**src/rtl/mem_xfer_seq.sv**
```systemverilog
// Memory-side transfer sequencer for the 16-bit bus.
// Splits fetches into two beats and steers the IR/MDR capture strobes.
module mem_xfer_seq #(
    parameter int ADDR_W      = 16,
    parameter int TIMEOUT_CYC = 15,
    parameter int TO_W        = 4
) (
    input  logic              Fclk,
    input  logic              rst_n,
    input  logic              req_valid,
    output logic              req_ready,
    input  logic [1:0]        req_op,
    input  logic [ADDR_W-1:0] req_addr,
    output logic [ADDR_W-1:0] mem_addr,
    output logic              mem_rd,
    output logic              mem_wr,
    input  logic              mem_ack,
    output logic              IRWr1,
    output logic              IRWr0,
    output logic              mdr_load,
    output logic              MemWrite,
    output logic              done,
    output logic              err,
    output logic              busy
);

    typedef enum logic [2:0] {
        S_IDLE,
        S_IF_HI,
        S_IF_LO,
        S_LD,
        S_ST,
        S_BAD
    } state_t;

    state_t            state;
    logic [TO_W-1:0]   cnt;
    logic [ADDR_W-1:0] addr_q;
    logic              to_hit;
    logic              in_beat;

    assign to_hit  = (TIMEOUT_CYC != 0) && (cnt == TO_W'(TIMEOUT_CYC));
    assign in_beat = (state == S_IF_HI) || (state == S_IF_LO)
                   || (state == S_LD) || (state == S_ST);

    // Sequencer state, beat timeout counter and completion pulses
    always_ff @(posedge Fclk) begin
        if (!rst_n) begin
            state  <= S_IDLE;
            cnt    <= '0;
            addr_q <= '0;
            done   <= 1'b0;
            err    <= 1'b0;
        end else begin
            done <= 1'b0;
            err  <= 1'b0;
            case (state)
                S_IDLE: begin
                    if (req_valid) begin
                        addr_q <= req_addr;
                        cnt    <= '0;
                        case (req_op)
                            2'b00:   state <= S_IF_HI;
                            2'b01:   state <= S_LD;
                            2'b10:   state <= S_ST;
                            default: state <= S_BAD;
                        endcase
                    end
                end
                S_IF_HI, S_IF_LO, S_LD, S_ST: begin
                    // An ack arriving on the timeout cycle still completes the beat
                    if (mem_ack) begin
                        cnt <= '0;
                        if (state == S_IF_HI) begin
                            state <= S_IF_LO;
                        end else begin
                            state <= S_IDLE;
                            done  <= 1'b1;
                        end
                    end else if (to_hit) begin
                        state <= S_IDLE;
                        err   <= 1'b1;
                    end else begin
                        cnt <= cnt + TO_W'(1);
                    end
                end
                S_BAD: begin
                    state <= S_IDLE;
                    err   <= 1'b1;
                end
                default: state <= S_IDLE;
            endcase
        end
    end

    // Bus strobes decode from state; capture strobes also need the ack
    always_comb begin
        mem_addr = '0;
        mem_rd   = 1'b0;
        mem_wr   = 1'b0;
        MemWrite = 1'b0;
        IRWr1    = 1'b0;
        IRWr0    = 1'b0;
        mdr_load = 1'b0;
        case (state)
            S_IF_HI: begin
                mem_addr = addr_q;
                mem_rd   = 1'b1;
                IRWr1    = mem_ack;
            end
            S_IF_LO: begin
                mem_addr = addr_q + ADDR_W'(1);
                mem_rd   = 1'b1;
                IRWr0    = mem_ack;
            end
            S_LD: begin
                mem_addr = addr_q;
                mem_rd   = 1'b1;
                mdr_load = mem_ack;
            end
            S_ST: begin
                mem_addr = addr_q;
                mem_wr   = 1'b1;
                MemWrite = 1'b1;
            end
            default: ;
        endcase
    end

    assign req_ready = (state == S_IDLE);
    assign busy      = ~req_ready;

    logic unused_beat;
    assign unused_beat = in_beat;

endmodule
```
**config.mk**
```make
export PLATFORM = sky130hd
export DESIGN_NAME = mem_xfer_seq
export DESIGN_NICKNAME = d
export VERILOG_FILES = /design/src/rtl/mem_xfer_seq.sv
export SDC_FILE = /design/constraint.sdc
export NUM_CORES = 1
export LEC_CHECK = 0
export BUFFER_PORTS_ARGS = -buffer_cell sky130_fd_sc_hd__buf_2
export CAP_MARGIN = 15
export CORE_UTILIZATION = 55
export CTS_CLUSTER_SIZE = 20
export DETAILED_ROUTE_END_ITERATION = 8
export GPL_TIMING_DRIVEN = 0
export HOLD_SLACK_MARGIN = 0.06
export PLACE_DENSITY_LB_ADDON = 0.15
export SYNTH_ARGS = -nofsm -noshare
export SYNTH_HDL_FRONTEND = slang
export SYNTH_SLANG_ARGS = --single-unit
```
**constraint.sdc**
```tcl
create_clock -name Fclk -period 4.3 [get_ports Fclk]
set_input_delay 0.645 -clock Fclk [delete_from_list [all_inputs] [get_ports Fclk]]
set_output_delay 0.645 -clock Fclk [all_outputs]
set_load 0.05 [all_outputs]
```
==> results of run 1 <==
[registers in the layout (all words and copies together), names as in the netlist]
register and flops:
state 3, err 1, addr_q 16, done 1
cnt 4
[cells in the final DEF (no fill, tap or decap), types with 2 or more instances in the layout]
| cell | Yosys | final |
|---|---|---|
| nand2_1 | 51 | 51 |
| buf_2 | 3 | 50 |
| dfxtp_1 | 25 | 25 |
| a21boi_0 | 17 | 17 |
| o21ai_0 | 16 | 16 |
| clkbuf_1 | 8 | 9 |
| nor2_1 | 9 | 9 |
| nand3_1 | 8 | 8 |
| a21oi_1 | 7 | 7 |
| buf_4 | 5 | 5 |
| and3_1 | 5 | 5 |
| nand4_1 | 5 | 5 |
| inv_1 | 5 | 5 |
| and2_1 | 4 | 4 |
| a31oi_1 | 4 | 4 |
| nor3_1 | 3 | 3 |
| xor2_1 | 3 | 3 |
| clkbuf_4 | 0 | 3 |
| inv_2 | 2 | 2 |
| a22o_1 | 2 | 2 |
| a21o_1 | 2 | 2 |
| a31o_2 | 2 | 2 |
| a41oi_1 | 2 | 2 |
| o31ai_1 | 2 | 2 |
| nand4b_1 | 2 | 2 |
| nor2b_1 | 2 | 2 |
| nor3b_1 | 2 | 2 |
| ha_1 | 2 | 2 |
[per-stage QoR]
stage               hold slack [ps]  std cells  instance area [um2]  util (%)
global route                  533.6        301                 1926     69.23
global placement              483.5        297                 1899     68.29
finish                        517.5        301                 1926     69.23
floorplan                     466.0        219                 1625         -
CTS                           516.2        301                 1926     69.23
detailed placement            490.3        297                 1899     68.29
[worst paths after layout]
kind	start	end	slack (ps)	cells past startpoint
min reg2reg	addr_q[15]	addr_q[15]	520	2
max	addr_q[0]	mem_addr[10]	1350	7
min	addr_q[15]	addr_q[15]	520	2
max reg2reg	cnt[0]	cnt[2]	2690	5
[final cells by class]
type                       instances  area, um2
multi-input combinational        170       1005
fill                             262      855.8
sequential                        25      500.5
timing repair buffer              47      235.2
buffer                            17      93.84
tap                               31      38.79
clock buffer                       4      26.28
inverter                           7      26.28
[report_power, final]
group	internal (mW)	switching [mW]	total, mW
sequential	0.251	0.0233	0.274
clock	0.0363	0.0672	0.103
combinational	0.0822	0.178	0.260
total	0.370	0.268	0.638
[cell families after synthesis]
| kind of cell | count (synthesis) | share of synthesized area, % |
|---|---|---|
| and+or+nand+nor | 100 | 30.72 |
| AOI/OAI and AO/OA | 64 | 27.33 |
| DFF | 25 | 30.79 |
| buffers and inverters | 24 | 7.391 |
| xor gates and xnor gates | 3 | 1.617 |
| adders and majority gates | 2 | 1.539 |
| muxes | 1 | 0.6159 |
[critical path, delay by kind of cell (launching register included)]
family / cells / cell delay [ps]
AO/OA/AOI/OAI: 1 / 80
adder cells (fa/ha/maj): 1 / 220
buffers and inverters: 2 / 600
flip-flops: 1 / 410
AND/OR/NAND/NOR: 3 / 660
[layer usage]
metal  up-vias  GRT usage, %  wire length, um
met5         -             0                0
met4         0         7.666               39
met3         5         2.995              171
met2        47         41.84             1781
met1       792         33.81             1752
li1        877             -                -
==> impl_metrics.env, run 1 <==
export IMPL_run_status="finished, final reports clean"
export IMPL_global_route_wire_length_before_repair_um=6451
export IMPL_drt_wl_total_um=3745
export IMPL_worst_ep_required_time_ps=3650
export IMPL_postSynth_asyncResetShare_pct=0
export IMPL_route_detailed_wl_per_inst_um=12.44
export IMPL_die_span_x_um=56.36
export IMPL_ys_flop_type="dfxtp_1"
export IMPL_synth_top_cells_by_count="nand2_1, dfxtp_1, a21boi_0"
export IMPL_power_density_cells_mw_per_mm2=331.3
export IMPL_placement_rows=19
export IMPL_h_tree_depth=1
export IMPL_rsz0062_at_grt="no"
export IMPL_globalRoute_totalOverflow=0
export IMPL_post_cts_setup_buffer_count=0
export IMPL_final_hold_violation_count=0
export IMPL_route_antenna_remaining_nets=0
export IMPL_finalSetupViolations=0
export IMPL_synthMostInstantiatedCell="nand2_1"
export IMPL_floorplan_die_area_mm2=0.003176
export IMPL_drt_pass1_iter_count=4
export IMPL_max_freq_mhz=339.1
export IMPL_pre_cts_setup_slack_ps=1722
export IMPL_clock_slew_seen_by_the_registers_of_the_worst_setup_and_hold_paths_ps=130
export IMPL_ys_ff_latch=25
export IMPL_slew_headroom_pct=55.85
export IMPL_n_antenna_cell=0
export IMPL_first_global_vias=1470
export IMPL_crit_start_category="register"
export IMPL_initial_cell_density_of_the_core_pct=58.43
export IMPL_setup_worst_path_class="register to output port"
export IMPL_finalWorstSetupSlack_ps=1351
export IMPL_syn_cell_area_mm2=0.001625
export IMPL_crit_path_max_incr_delay_ps=410
export IMPL_critical_path_arrival_ps=2300
export IMPL_finalWeightedCongestion=0.8500
export IMPL_cap_violations=0
export IMPL_cts_resized_gates=0
export IMPL_netlist_top_cell_by_area="dfxtp_1"
export IMPL_end_kind="output port"
export IMPL_portBuffers=47
export IMPL_synth_top_area_share_pct=30.79
export IMPL_post_route_min_period_ps=2949
export IMPL_worstPathCellList="ha_1, and4_1, clkbuf_1, nand4_1, or3_1, o21ai_0, buf_2"
export IMPL_antenna_found_initial=0
export IMPL_static_leakage_power_nw=0.8601
export IMPL_fin_setup_tns_ps=0
export IMPL_dpl_hpwl_um=2787
export IMPL_numCtsBuffers=3
export IMPL_clock_latency_ps=310
export IMPL_grt_max_degree=14
export IMPL_netlist_cell_type_count=48
export IMPL_post_synth_inst_count=219
export IMPL_drc_errors=0
export IMPL_worstHoldPathType="register to register"
export IMPL_tritoncts_num_sinks=25
export IMPL_synth_seq_area_share_pct=30.79
export IMPL_core_region_area_mm2=0.002781
export IMPL_clockBufferDepth=2
export IMPL_synthesis_nets=243
export IMPL_pin_count=48
export IMPL_floorplan_die_height_um=56.36
export IMPL_post_synth_cell_area_avg_um2=7.422
export IMPL_irDropWorstVdd_uv=275.9
export IMPL_yosysWarnings=0
export IMPL_vias_per_cell=5.718
export IMPL_dr_total_vias=1721
export IMPL_synth_top_cells_by_area="dfxtp_1, nand2_1, a21boi_0"
export IMPL_final_min_period_over_clock_period_pct=68.59
export IMPL_finalMaxSlewViolations=0
export IMPL_cts_tree="done"
export IMPL_clk_skew_ps=2.798
export IMPL_synth_edff_count=0
export IMPL_critical_path_max_fanout=9
export IMPL_area_growth_synth_to_final_pct=18.48
export IMPL_cts_hold_fix_buffers=0
export IMPL_cts_root_buf="clkbuf_4"
export IMPL_worstMarginPinSlew_ps=657.1
export IMPL_drtIter0Drc=93
export IMPL_cp_slowest_cell="dfxtp_1"
export IMPL_totalPowerFinal_uw=638.0
export IMPL_layout_drive_gt1_share_pct=25.19
export IMPL_nNetsFinal=295
export IMPL_total_routing_usage_reported_by_global_routing_pct=25.05
(Power assumes the default switching activity.)
==> run 2: changes to the inputs <==
--- a/config.mk
+++ b/config.mk
@@ -7,7 +7,7 @@
 export LEC_CHECK = 0
 export BUFFER_PORTS_ARGS = -buffer_cell sky130_fd_sc_hd__buf_2
 export CAP_MARGIN = 15
-export CORE_UTILIZATION = 55
+export CORE_UTILIZATION = 46
 export CTS_CLUSTER_SIZE = 20
 export DETAILED_ROUTE_END_ITERATION = 8
 export GPL_TIMING_DRIVEN = 0
==> constraint.sdc (replaced) <==
create_clock -name Fclk -period 2.66 [get_ports Fclk]
set_input_delay 0.399 -clock Fclk [delete_from_list [all_inputs] [get_ports Fclk]]
set_output_delay 0.399 -clock Fclk [all_outputs]
set_load 0.05 [all_outputs]
==> run 2 against run 1 <==
Net effect: largest power group unchanged; count of clock-buffer cells in the layout decreased by 1; first-iteration DRC count grew 46%; worst setup slack lost 1200 ps; die area rose by 19%; highest routed layer unchanged; via count shrank 1.5%; sequential share of layout area down 0.56 points.
==> impl_metrics.env, run 2 (synthesis gave the netlist of run 1 again) <==
export IMPL_power_net_switching_uw=434.4
export IMPL_grt_max_degree=15
export IMPL_initial_cell_density_of_the_core_pct=48.33
export IMPL_floorplan_die_height_um=61.44
export IMPL_worstMarginPinSlew_ps=644.0
export IMPL_worstReg2RegStart="cnt[0]"
export IMPL_end_kind="output port"
export IMPL_power_internal_uw=599.6
export IMPL_largest_registers="addr_q (16), cnt (4), state (3)"
export IMPL_placement_rows=21
export IMPL_finalMaxSlewViolations=0
export IMPL_fin_setup_tns_ps=0
export IMPL_pin_count=48
export IMPL_power_density_cells_mw_per_mm2=525.4
export IMPL_clockBufferDepth=2
export IMPL_global_route_wire_length_before_repair_um=6072
export IMPL_finalWeightedCongestion=0.8421
export IMPL_tritoncts_num_sinks=25
export IMPL_route_antenna_remaining_nets=0
export IMPL_regMostFlops="addr_q"
export IMPL_drc_errors=0
export IMPL_cap_violations=0
export IMPL_area_growth_synth_to_final_pct=21.09
export IMPL_core_region_area_mm2=0.003363
export IMPL_worstHoldPathType="input port to register"
export IMPL_timing_hold_worst_start="req_addr[2]"
export IMPL_dpl_hpwl_um=2906
export IMPL_n_antenna_cell=0
export IMPL_floorplan_die_area_mm2=0.003775
export IMPL_static_leakage_power_nw=0.8674
export IMPL_flip_flop_count_of_the_largest_register_after_layout=16
export IMPL_nNetsFinal=294
export IMPL_finalSetupViolations=0
export IMPL_slew_headroom_pct=56.73
export IMPL_crit_start_category="register"
export IMPL_max_freq_mhz=395.8
export IMPL_seqPwrFrac_pct=42.9
export IMPL_setup_worst_path_class="register to output port"
export IMPL_worst_ep_required_time_ps=2260
export IMPL_final_min_period_over_clock_period_pct=94.98
export IMPL_route_detailed_wl_per_inst_um=11.91
export IMPL_die_span_x_um=61.44
export IMPL_drt_pass1_iter_count=4
export IMPL_numCtsBuffers=3
export IMPL_rsz0062_at_grt="no"
export IMPL_critical_path_arrival_ps=2130
export IMPL_cts_tree="done"
export IMPL_layout_commonest_cell="nand2_1"
export IMPL_post_route_min_period_ps=2527
export IMPL_run_status="finished, final reports clean"
export IMPL_antenna_found_initial=0
export IMPL_first_global_vias=1381
export IMPL_vias_per_cell=5.381
export IMPL_minimum_hold_slack_ps=318.3
export IMPL_cts_root_buf="clkbuf_4"
export IMPL_h_tree_depth=1
export IMPL_sw_frac_of_total_pct=42.01
export IMPL_fin_util_pct=58.52
export IMPL_layout_drive_gt1_share_pct=26.77
export IMPL_pre_cts_setup_slack_ps=338.3
export IMPL_layout_filler_cells=369
export IMPL_setup_worst_path_start="state[0]"
export IMPL_clock_slew_seen_by_the_registers_of_the_worst_setup_and_hold_paths_ps=140
export IMPL_drtIter0Drc=136
export IMPL_clock_power_share_pct=15.9
export IMPL_drt_wl_total_um=3753
export IMPL_dr_total_vias=1695
export IMPL_finalWorstSetupSlack_ps=133.4
export IMPL_total_routing_usage_reported_by_global_routing_pct=21.50
export IMPL_portBuffers=47
export IMPL_most_frequent_cells_in_the_layout="nand2_1, buf_2, dfxtp_1"
export IMPL_critical_path_max_fanout=10
export IMPL_combinationalPowerShare_pct=41.1
export IMPL_clk_skew_ps=6.662
export IMPL_final_hold_violation_count=0
export IMPL_globalRoute_totalOverflow=0
export IMPL_clock_latency_ps=310
export IMPL_irDropWorstVdd_uv=283.1
## run 2: changes by cell type in the layout (fill, tap and decap cells not counted), sizes merged
cell    before  now
buf         56   52
clkbuf      12   14
clkinv       0    1
## run 2: power by group through the flow
stage          combinational (mW)  clock, mW  sequential, mW
6_report                    0.425      0.165           0.444
5_1_grt                     0.468      0.190           0.450
4_1_cts                     0.423      0.171           0.443
3_5_place_dp                0.422          0           0.452
3_3_place_gp                0.419          0           0.451
2_1_floorplan               0.322          0           0.446
## run 2: cell type report
cell class	instances	area (um2)	area share, %
multi-input combinational	170	1011	51.37
sequential	25	500.5	25.43
timing repair buffer	47	251.5	12.78
buffer	16	93.84	4.768
tap	46	57.56	2.924
inverter	7	26.28	1.335
clock buffer	3	22.52	1.144
clock inverter	1	5.005	0.2543
## run 2: path summary, 6_finish.rpt
check | endpoint | slack [ps] | depth (start not counted)
max | mem_addr[12] | 130 | 7
min | addr_q[2] | 320 | 3
max reg2reg | cnt[2] | 1040 | 5
min reg2reg | addr_q[12] | 520 | 2
## run 2: worst max-delay path, cell delays in order (launching register included)
cell,delay [ps]
dfxtp_1,320
buf_4,170
or3b_4,420
o21ai_2,160
buf_4,240
o21ai_0,120
o31ai_2,80
buf_2,290
## run 2: timing repair
item                                    4_1_cts  5_1_grt
endpoints found under the setup margin        1       12
buffers inserted                              0        0
hold buffers                                  0        0
gates resized for setup                       0       12
## run 2: per-layer routing
| metal | part of all wire [%] | track usage (%) |
|---|---|---|
| met5 | 0 | 0 |
| met4 | 0.91 | 6.349 |
| met3 | 3.7 | 1.891 |
| met2 | 48 | 36.96 |
| met1 | 48 | 28.75 |
## run 2: through the flow
| step | std cells | power [mW] | instance area (um2) |
|---|---|---|---|
| final | 315 | 1.034 | 1968 |
| after global routing | 315 | 1.108 | 1968 |
| after CTS | 315 | 1.037 | 1947 |
| after detailed placement | 312 | 0.8736 | 1923 |
| after global placement | 312 | 0.8699 | 1923 |
| after floorplan | 219 | 0.7682 | 1630 |
==> run 3: changes to the inputs <==
--- a/config.mk
+++ b/config.mk
@@ -7,7 +7,7 @@
 export LEC_CHECK = 0
 export BUFFER_PORTS_ARGS = -buffer_cell sky130_fd_sc_hd__buf_2
 export CAP_MARGIN = 15
-export CORE_UTILIZATION = 46
+export CORE_UTILIZATION = 31
 export CTS_CLUSTER_SIZE = 20
 export DETAILED_ROUTE_END_ITERATION = 8
 export GPL_TIMING_DRIVEN = 0
==> run 3 against run 2 <==
Net effect: hold slack improved by 58 ps; critical path depth rose by 1; sequential share of layout area down 0.32 points; critical path type unchanged; highest routed layer unchanged.
==> impl_metrics.env, run 3 (synthesis gave the netlist of run 1 again) <==
export IMPL_slew_headroom_pct=52.26
export IMPL_h_tree_depth=1
export IMPL_pin_count=48
export IMPL_route_detailed_wl_per_inst_um=13.07
export IMPL_core_region_area_mm2=0.004880
export IMPL_die_span_x_um=74.41
export IMPL_initial_cell_density_of_the_core_pct=33.31
export IMPL_vias_per_cell=5.033
export IMPL_final_cell_area_mm2=0.001993
export IMPL_setup_worst_path_class="register to output port"
export IMPL_portBuffers=47
export IMPL_cts_hold_fix_buffers=0
export IMPL_dr_total_vias=1691
export IMPL_static_leakage_power_nw=0.8721
export IMPL_seq_area_um2=500.5
export IMPL_irDropWorstVdd_uv=260.1
export IMPL_cts_tree="done"
export IMPL_cap_violations=0
export IMPL_end_kind="output port"
export IMPL_numCtsBuffers=3
export IMPL_layout_drive_gt1_share_pct=26.39
export IMPL_most_frequent_cells_in_the_layout="nand2_1, buf_2, dfxtp_1"
export IMPL_nNetsFinal=294
export IMPL_area_growth_synth_to_final_pct=22.63
export IMPL_grt_max_degree=14
export IMPL_crit_path_max_incr_delay_ps=390
export IMPL_finalWeightedCongestion=0.7599
export IMPL_global_route_wire_length_before_repair_um=7217
export IMPL_clk_skew_ps=2.145
export IMPL_layout_commonest_cell="nand2_1"
export IMPL_worstHoldPathType="input port to register"
export IMPL_critical_path_max_fanout=10
export IMPL_flip_flop_count_of_the_largest_register_after_layout=16
export IMPL_final_min_period_over_clock_period_pct=94.90
export IMPL_drt_wl_total_um=4392
export IMPL_n_antenna_cell=0
export IMPL_fin_setup_tns_ps=0
export IMPL_final_hold_violation_count=0
export IMPL_clock_latency_ps=260
export IMPL_crit_start_category="register"
export IMPL_finalSetupViolations=0
export IMPL_placedInstanceArea_mm2=0.001949
export IMPL_power_density_cells_mw_per_mm2=549.9
export IMPL_cp_num_buf_inv=4
export IMPL_worst_path_dominant_cell_family="buffers and inverters"
export IMPL_path_common_cell="buf_2"
export IMPL_drt_pass1_iter_count=4
export IMPL_worst_ep_required_time_ps=2260
export IMPL_clockBufferDepth=2
export IMPL_route_antenna_remaining_nets=0
export IMPL_finalMaxSlewViolations=0
export IMPL_rsz0062_at_grt="no"
export IMPL_drtIter0Drc=72
export IMPL_dpl_hpwl_um=3268
export IMPL_tritoncts_num_sinks=25
export IMPL_critical_path_arrival_ps=2130
export IMPL_placement_rows=25
export IMPL_floorplan_die_height_um=74.41
export IMPL_floorplan_die_area_mm2=0.005537
export IMPL_worstPathCellList="buf_4, or3b_1, clkbuf_1, buf_2, nor2_1, nand4_1, nand3_1, buf_2"
export IMPL_clock_slew_seen_by_the_registers_of_the_worst_setup_and_hold_paths_ps=80
export IMPL_first_global_vias=1519
export IMPL_antenna_found_initial=0
export IMPL_cp_slowest_cell="or3b_1"
export IMPL_max_freq_mhz=396.1
export IMPL_cts_root_buf="clkbuf_8"
export IMPL_worstMarginPinSlew_ps=710.7
export IMPL_globalRoute_totalOverflow=0
export IMPL_largest_registers="addr_q (16), cnt (4), state (3)"
export IMPL_run_status="finished, final reports clean"
export IMPL_regMostFlops="addr_q"
export IMPL_post_route_min_period_ps=2524
export IMPL_drc_errors=0
export IMPL_area_occupied_by_multi_input_gates_mm2=0.001011
export IMPL_rrSetupSlack_ps=1070
export IMPL_layout_filler_cells=536
export IMPL_total_routing_usage_reported_by_global_routing_pct=16.75
## run 3: final timing paths
check              start           end  depth (start not counted)
max             state[0]  mem_addr[15]                          8
min          req_addr[1]     addr_q[1]                          3
max reg2reg       cnt[0]        cnt[2]                          5
min reg2reg       cnt[1]        cnt[1]                          1
## run 3: layout make-up
type | count | area share, %
inverters | 7 | 1.318
repair buffers | 47 | 11.80
well taps | 67 | 4.206
multi-input cells | 170 | 50.72
plain buffers | 16 | 4.583
flip-flops and latches | 25 | 25.11
clock buffers | 4 | 2.260
## run 3: metrics by stage
step / utilization [%] / worst slack (ps) / hold WS (ps) / instances / power, mW
after CTS: 40.87 / 7.834 / 371.5 / 337 / 1.108
after global placement: 39.95 / 289.6 / 484.6 / 333 / 0.8802
after floorplan: - / 32.05 / 468.5 / 219 / 0.7682
after global routing: 40.85 / 16.66 / 386.4 / 336 / 1.162
after detailed placement: 39.95 / 311.7 / 486.6 / 333 / 0.8828
final: 40.85 / 135.6 / 376.1 / 336 / 1.096
## run 3: tightest hold or removal path: cells and delay by family
family	cells	cell delay, ps
buffers and inverters	1	90
AO/OA/AOI/OAI	1	60
AND/OR/NAND/NOR	1	40
## run 3: per-layer routing
metal	wire, um	GRT usage [%]	vias to the layer above
met1	2175	23.68	779
met2	2027	27.03	33
met3	146	1.491	4
met4	42	5.031	0
li1	-	-	875
met5	0	0	-
## run 3: what timing repair did
action                                  CTS  global route
endpoints found under the setup margin    0             8
setup buffers                             0             0
resized for setup                         0             3
## run 3: power by group
part	leakage [nW]	total, mW	internal (mW)	switching [mW]
combinational	0.645	0.426	0.134	0.292
clock	0.0228	0.224	0.107	0.117
sequential	0.204	0.446	0.406	0.0406
total	0.872	1.10	0.646	0.450
